<file path="config.mk">
export PLATFORM = sky130hd
export DESIGN_NAME = muldiv_unit
export DESIGN_NICKNAME = d
export VERILOG_FILES = /design/src/rtl/muldiv_pkg.sv /design/src/rtl/muldiv_step.sv /design/src/rtl/muldiv_unit.sv
export SDC_FILE = /design/constraint.sdc
export NUM_CORES = 1
export LEC_CHECK = 0
export CORE_ASPECT_RATIO = 0.9
export CORE_MARGIN = 3
export CORE_UTILIZATION = 30
export DETAILED_ROUTE_END_ITERATION = 8
export PLACE_DENSITY_LB_ADDON = 0.12
export SYNTH_ARGS = -nofsm -noshare
export SYNTH_HDL_FRONTEND = slang
export SYNTH_SLANG_ARGS = --single-unit
export TNS_END_PERCENT = 20
</file>
<file path="constraint.sdc">
create_clock -name clk -period 2.98 [get_ports clk]
set_input_delay 0.298 -clock clk [delete_from_list [all_inputs] [get_ports clk]]
set_output_delay 0.298 -clock clk [all_outputs]
set_load 0.01 [all_outputs]
</file>
<file path="src/rtl/muldiv_pkg.sv">
// rtl/muldiv_pkg.sv - op encodings, FSM state type and op decode helpers for muldiv_unit
//
// Purpose: shared constants for the iterative multiply/divide unit.
//   OP_*     : RV32M funct3 encodings carried on muldiv_unit.op
//   state_t  : FSM state type, S_* the state constants
//   op_*()   : small decode helpers used by the unit
package muldiv_pkg;

  localparam logic [2:0] OP_MUL    = 3'b000;
  localparam logic [2:0] OP_MULH   = 3'b001;
  localparam logic [2:0] OP_MULHSU = 3'b010;
  localparam logic [2:0] OP_MULHU  = 3'b011;
  localparam logic [2:0] OP_DIV    = 3'b100;
  localparam logic [2:0] OP_DIVU   = 3'b101;
  localparam logic [2:0] OP_REM    = 3'b110;
  localparam logic [2:0] OP_REMU   = 3'b111;

  typedef logic [2:0] state_t;

  localparam state_t S_IDLE = 3'd0;
  localparam state_t S_PREP = 3'd1;
  localparam state_t S_CALC = 3'd2;
  localparam state_t S_FIX  = 3'd3;
  localparam state_t S_DONE = 3'd4;

  // All divide/remainder ops have funct3[2] set.
  function automatic logic op_is_div(input logic [2:0] op);
    return op[2];
  endfunction

  function automatic logic op_a_signed(input logic [2:0] op);
    return (op == OP_MULH) || (op == OP_MULHSU) || (op == OP_DIV) || (op == OP_REM);
  endfunction

  // MULHSU treats B as unsigned.
  function automatic logic op_b_signed(input logic [2:0] op);
    return (op == OP_MULH) || (op == OP_DIV) || (op == OP_REM);
  endfunction

endpackage

</file>
<file path="src/rtl/muldiv_step.sv">
// rtl/muldiv_step.sv - combinational single radix-2 iteration for multiply or divide
//
// Purpose: one step of shift-add multiply or restoring shift-subtract divide.
// Ports:
//   is_div  : 1 selects the divide step, 0 the multiply step
//   acc_in  : 2*WIDTH working register; multiply {partial_hi, multiplier},
//             divide {remainder, dividend/quotient}
//   operand : multiplicand magnitude (multiply) or divisor magnitude (divide)
//   acc_out : working register after this iteration
module muldiv_step #(
  parameter int WIDTH = 32
) (
  input  logic                 is_div,
  input  logic [2*WIDTH-1:0]   acc_in,
  input  logic [WIDTH-1:0]     operand,
  output logic [2*WIDTH-1:0]   acc_out
);

  logic [WIDTH:0]   sum;
  logic [WIDTH:0]   shifted;
  logic [WIDTH+1:0] trial;

  always_comb begin
    // Multiply: add the multiplicand into the upper half when the current
    // multiplier bit is set; the carry becomes the new top bit after shifting.
    sum = {1'b0, acc_in[2*WIDTH-1:WIDTH]} + (acc_in[0] ? {1'b0, operand} : '0);

    // Divide: bring the next dividend bit into the remainder. The shifted
    // value can need WIDTH+1 bits, so the trial subtract carries an extra
    // bit to keep the borrow distinct from the magnitude.
    shifted = {acc_in[2*WIDTH-1:WIDTH], acc_in[WIDTH-1]};
    trial   = {1'b0, shifted} - {2'b00, operand};

    if (is_div) begin
      if (trial[WIDTH+1]) begin
        acc_out = {shifted[WIDTH-1:0], acc_in[WIDTH-2:0], 1'b0};
      end else begin
        acc_out = {trial[WIDTH-1:0], acc_in[WIDTH-2:0], 1'b1};
      end
    end else begin
      acc_out = {sum, acc_in[WIDTH-1:1]};
    end
  end

endmodule

</file>
<file path="src/rtl/muldiv_unit.sv">
// rtl/muldiv_unit.sv - iterative RV32M-style multiply/divide unit with valid/ready handshake
//
// Purpose: sequential multiply/divide, WIDTH+2 cycles from acceptance to result.
// Ports:
//   clk, reset            : clock, synchronous active-high reset
//   in_valid / in_ready   : request handshake (ready only while idle)
//   op, a_in, b_in        : funct3 op and operands, latched on acceptance
//   out_valid / out_ready : result handshake
//   result                : operation result
//   div_by_zero, overflow : flags, meaningful while out_valid
module muldiv_unit
  import muldiv_pkg::*;
#(
  parameter int WIDTH = 32,
  parameter int CNT_W = $clog2(WIDTH + 1)
) (
  input  logic             clk,
  input  logic             reset,
  input  logic             in_valid,
  output logic             in_ready,
  input  logic [2:0]       op,
  input  logic [WIDTH-1:0] a_in,
  input  logic [WIDTH-1:0] b_in,
  output logic             out_valid,
  input  logic             out_ready,
  output logic [WIDTH-1:0] result,
  output logic             div_by_zero,
  output logic             overflow
);

  state_t               state_q, state_d;
  logic [2:0]           op_q, op_d;
  logic [WIDTH-1:0]     a_q, a_d;
  logic [WIDTH-1:0]     b_q, b_d;
  logic [WIDTH-1:0]     opnd_q, opnd_d;
  logic [2*WIDTH-1:0]   acc_q, acc_d;
  logic [CNT_W-1:0]     cnt_q, cnt_d;
  logic                 sa_q, sa_d;
  logic                 sb_q, sb_d;
  logic [WIDTH-1:0]     result_q, result_d;
  logic                 dbz_q, dbz_d;
  logic                 ovf_q, ovf_d;

  logic [2*WIDTH-1:0]   acc_step;
  logic [WIDTH-1:0]     mag_a, mag_b;
  logic [2*WIDTH-1:0]   prod;
  logic [WIDTH-1:0]     quo, rem;
  logic                 div_zero, div_ovf;

  muldiv_step #(.WIDTH(WIDTH)) u_step (
    .is_div  (op_is_div(op_q)),
    .acc_in  (acc_q),
    .operand (opnd_q),
    .acc_out (acc_step)
  );

  always_comb begin
    state_d  = state_q;
    op_d     = op_q;
    a_d      = a_q;
    b_d      = b_q;
    opnd_d   = opnd_q;
    acc_d    = acc_q;
    cnt_d    = cnt_q;
    sa_d     = sa_q;
    sb_d     = sb_q;
    result_d = result_q;
    dbz_d    = dbz_q;
    ovf_d    = ovf_q;

    mag_a = (op_a_signed(op_q) && a_q[WIDTH-1]) ? -a_q : a_q;
    mag_b = (op_b_signed(op_q) && b_q[WIDTH-1]) ? -b_q : b_q;

    // Sign correction applied to the unsigned core results.
    prod = (sa_q ^ sb_q) ? -acc_q : acc_q;
    quo  = (sa_q ^ sb_q) ? -acc_q[WIDTH-1:0] : acc_q[WIDTH-1:0];
    rem  = sa_q ? -acc_q[2*WIDTH-1:WIDTH] : acc_q[2*WIDTH-1:WIDTH];

    div_zero = op_is_div(op_q) && (b_q == '0);
    div_ovf  = ((op_q == OP_DIV) || (op_q == OP_REM)) &&
               (a_q == {1'b1, {(WIDTH-1){1'b0}}}) && (b_q == '1);

    case (state_q)
      S_IDLE: begin
        if (in_valid) begin
          op_d    = op;
          a_d     = a_in;
          b_d     = b_in;
          state_d = S_PREP;
        end
      end
      S_PREP: begin
        sa_d = op_a_signed(op_q) && a_q[WIDTH-1];
        sb_d = op_b_signed(op_q) && b_q[WIDTH-1];
        // Divide shifts the dividend out of the low half; multiply shifts
        // the multiplier out of the low half.
        if (op_is_div(op_q)) begin
          acc_d  = {{WIDTH{1'b0}}, mag_a};
          opnd_d = mag_b;
        end else begin
          acc_d  = {{WIDTH{1'b0}}, mag_b};
          opnd_d = mag_a;
        end
        cnt_d   = CNT_W'(WIDTH - 1);
        state_d = S_CALC;
      end
      S_CALC: begin
        acc_d = acc_step;
        if (cnt_q == '0) begin
          state_d = S_FIX;
        end else begin
          cnt_d = cnt_q - 1'b1;
        end
      end
      S_FIX: begin
        case (op_q)
          OP_MUL:                       result_d = prod[WIDTH-1:0];
          OP_MULH, OP_MULHSU, OP_MULHU: result_d = prod[2*WIDTH-1:WIDTH];
          OP_DIV, OP_DIVU:              result_d = div_zero ? '1 : (div_ovf ? a_q : quo);
          OP_REM, OP_REMU:              result_d = div_zero ? a_q : (div_ovf ? '0 : rem);
          default:                      result_d = '0;
        endcase
        dbz_d   = div_zero;
        ovf_d   = div_ovf;
        state_d = S_DONE;
      end
      S_DONE: begin
        if (out_ready) begin
          state_d = S_IDLE;
        end
      end
      default: state_d = S_IDLE;
    endcase
  end

  always_ff @(posedge clk) begin
    if (reset) begin
      state_q  <= S_IDLE;
      op_q     <= '0;
      a_q      <= '0;
      b_q      <= '0;
      opnd_q   <= '0;
      acc_q    <= '0;
      cnt_q    <= '0;
      sa_q     <= 1'b0;
      sb_q     <= 1'b0;
      result_q <= '0;
      dbz_q    <= 1'b0;
      ovf_q    <= 1'b0;
    end else begin
      state_q  <= state_d;
      op_q     <= op_d;
      a_q      <= a_d;
      b_q      <= b_d;
      opnd_q   <= opnd_d;
      acc_q    <= acc_d;
      cnt_q    <= cnt_d;
      sa_q     <= sa_d;
      sb_q     <= sb_d;
      result_q <= result_d;
      dbz_q    <= dbz_d;
      ovf_q    <= ovf_d;
    end
  end

  assign in_ready    = (state_q == S_IDLE);
  assign out_valid   = (state_q == S_DONE);
  assign result      = result_q;
  assign div_by_zero = dbz_q;
  assign overflow    = ovf_q;

endmodule

</file>
==> flow_summary.yaml <==
outcome:
  status: "finished, violations left"
  violations: "negative setup slack"
worst_hold_path:
  min_path_type: "in2reg"
  worstHoldStart: "reset"
worst_setup_path:
  cp-start-kind: "flop"
  worstPathMaxFanout: 8
  r2r_slack_ps: -120
  path_class: "reg2reg"
  r2r-start: "b_q[14]$_SDFFE_PP0P_"
  end_kind: "flop"
  cp.arrival_ps: 3570
  required_ps: 3450
  crit_start: "b_q[14]$_SDFFE_PP0P_"
synthesis:
  syn_nets: 2560
  async_reset_ff_share_pct: 0
  syn_area_sq_mm: 0.0170
  ys_warn_count: 0
  synth_top_flop_cell: "dfxtp_1"
  synthTopCellsByArea: "dfxtp_1, a21oi_1, nand2_1"
  synth_top_cell_area_share_pct: 24.5
  synth_edf_count: 0
  avgSynthCellArea_sq_um: 7.04
  yosysSeqAreaShare_pct: 24.5
  ys_types: 74
  synth.ff_latch_count: 208
  synth_top_area_cell: "dfxtp_1"
  syn_inst: 2416
sta:
  hold_violations: 0
  whs_ps: 103
  fmax_mhz: 323
  maxSlewHeadroom_pct: 42.9
  clock_skew_ps: 17.5
  worstMarginPinSlew_ps: 850
  rsz0062_at_grt: "yes"
  finalSetupViolCount: 32
  fin_crit_ps: 3100
  finalMaxSlewViolations: 0
  setup_ws_ps: -120
  fin_crit_sh_pct: 104
grt:
  gr-total-overflow: 0
  grt_pass1_vias: 19300
  grt_usage_pct: 27.5
  grt_pass1_wl_um: 125000
  antenna_found_initial: 0
  grt_max_degree: 70
cells_and_area:
  final_common_cell: "buf_4"
  fillCellCount: 5866
  nNetsFinal: 2999
  final_cell_mix: "buf_4, nand2_1, a21oi_1"
  syn2layout_area_growth_pct: 43.1
  drive_gt1_share_pct: 26.1
  diodes: 0
power:
  power_leakage_uw: 0.00978
  ir_drop_v: 0.000420
  p_per_area_mw_per_mm2: 593
floorplan:
  dieHeight_um: 232
  die_w_um: 257
  start_util_pct: 30.5
  ios: 107
  num_rows: 82
  dieArea_sq_mm: 0.0596
  core-area_sq_mm: 0.0558
routing:
  routedWlPerCell_um: 23.3
  drt_wl_total_um: 84500
  first_pass_iters: 7
  wl_met1_um: 39300
  wl_met3_um: 6260
  drt-vias-per-instance: 5.49
  routed.top_layer: "met4"
  met2WireLength_um: 36500
  ant_nets: 0
  routed-via-count: 19900
  drtIter0Drc: 1669
  drc: 0
clock_network:
  clockRootBuffer: "clkbuf_16"
  clk_path_buf_depth: 3
  cts_tree: "yes"
  clk_pin_slew_ps: 70
  cts_max_level: 1
  cts_sinks: 208
  cts_buffers: 27
  cts-hold-fix-buffers: 0
  clk_latency_ps: 580
placement:
  gp_congestion: 0.957
  hpwl_um: 67700
  place_ws_ps: -516
  io_buffers: 106
flow_run:
  maxCapViolations: 0
[worst paths after layout]
path / endpoint / depth (start not counted)
max: result[0]$_SDFFE_PP0P_ / 9
min: result[10]$_SDFFE_PP0P_ / 2
max reg2reg: result[0]$_SDFFE_PP0P_ / 9
min reg2reg: overflow$_SDFFE_PP0P_ / 2
[what timing repair did]
item / 4_1_cts / 5_1_grt
buffers inserted: 22 / 16
cloned: 2 / 0
endpoints found under the setup margin: 73 / 85
pin swaps: 67 / 68
resized for setup: 117 / 155
[critical path: stages (launching register included)]
cell and delay (ps):
dfxtp_2 320, or4_4 530, or4_4 430, or4_4 610, nor3_4 230, buf_6 190
a22oi_2 90, o22ai_1 210, nor3_1 70, a2111oi_1 310
[cells by family (layout without fill, tap and decap cells)]
kind of cell             after synthesis  in the layout  synth area share [%]
AND/OR/NAND/NOR                      882            883                  23.1
XOR/XNOR                             199            199                  10.3
AO/OA/AOI/OAI                        736            736                  27.2
flip-flops                           208            208                  24.5
multiplexers                          63             63                  3.73
adder cells (fa/ha/maj)               73             73                  5.46
buffers and inverters                255            710                  5.74
[sequential cells by signal (all words and copies together), names as in the netlist]
register,flops
cnt_q,6
result,32
b_q,32
op_q,3
sb_q,1
overflow,1
sa_q,1
div_by_zero,1
acc_q,64
a_q,32
opnd_q,32
state_q,3
[synthesized netlist by cell type, types with 7 or more instances]
library cell / n
nand2b_1: 15
o211ai_1: 45
o221ai_1: 7
or4_1: 22
nor4_1: 20
a31oi_1: 23
ha_1: 71
mux2i_1: 60
a21boi_0: 7
nor2b_1: 10
a41oi_1: 8
a22o_1: 16
xnor2_1: 107
buf_1: 16
nand3_1: 31
a221oi_1: 21
nor2_1: 262
o22ai_1: 9
or2_2: 9
o21bai_1: 7
o21a_1: 15
xor2_1: 92
a22oi_1: 26
a21o_1: 22
o21ai_0: 126
a21oi_1: 287
clkbuf_1: 168
a2111oi_0: 13
o31ai_1: 25
nand4_1: 20
nand2_1: 352
and3_1: 9
inv_1: 61
o41ai_1: 13
or3_1: 21
nor3_1: 83
dfxtp_1: 208
a211oi_1: 23
[layer usage]
metal	vias to the layer above	GRT usage [%]
li1	9507	-
met1	9614	39.0
met2	695	42.7
met3	114	4.93
met4	0	7.16
met5	-	0
[per-stage QoR]
stage / total power (uW) / instances / TNS, ps / utilization, % / instance area (sq um)
6_report: 14400 / 3628 / -1970 / 43.6 / 24300
5_1_grt: 15200 / 3628 / -7350 / 43.6 / 24300
4_1_cts: 13900 / 3615 / -6140 / 42.2 / 23500
3_5_place_dp: 9900 / 3546 / -12890 / 39.3 / 21900
3_3_place_gp: 9880 / 3546 / -10990 / 39.3 / 21900
2_1_floorplan: 6610 / 2416 / -861 / - / 17000
[power by group]
| part | total [uW] | switching (uW) | internal (uW) |
|---|---|---|---|
| combinational | 7680 | 4290 | 3390 |
| clock | 3550 | 1400 | 2150 |
| sequential | 3190 | 184 | 3000 |
[final cells by class]
class | count | area, sq um | share of cell area, %
Tap cell | 756 | 946 | 3.89
Sequential cell | 208 | 4190 | 17.2
Clock buffer | 37 | 773 | 3.18
Timing Repair Buffer | 601 | 5050 | 20.8
Clock inverter | 9 | 164 | 0.674
Inverter | 63 | 245 | 1.01
Multi-Input combinational cell | 1954 | 13000 | 53.3
(Power assumes the default switching activity.)
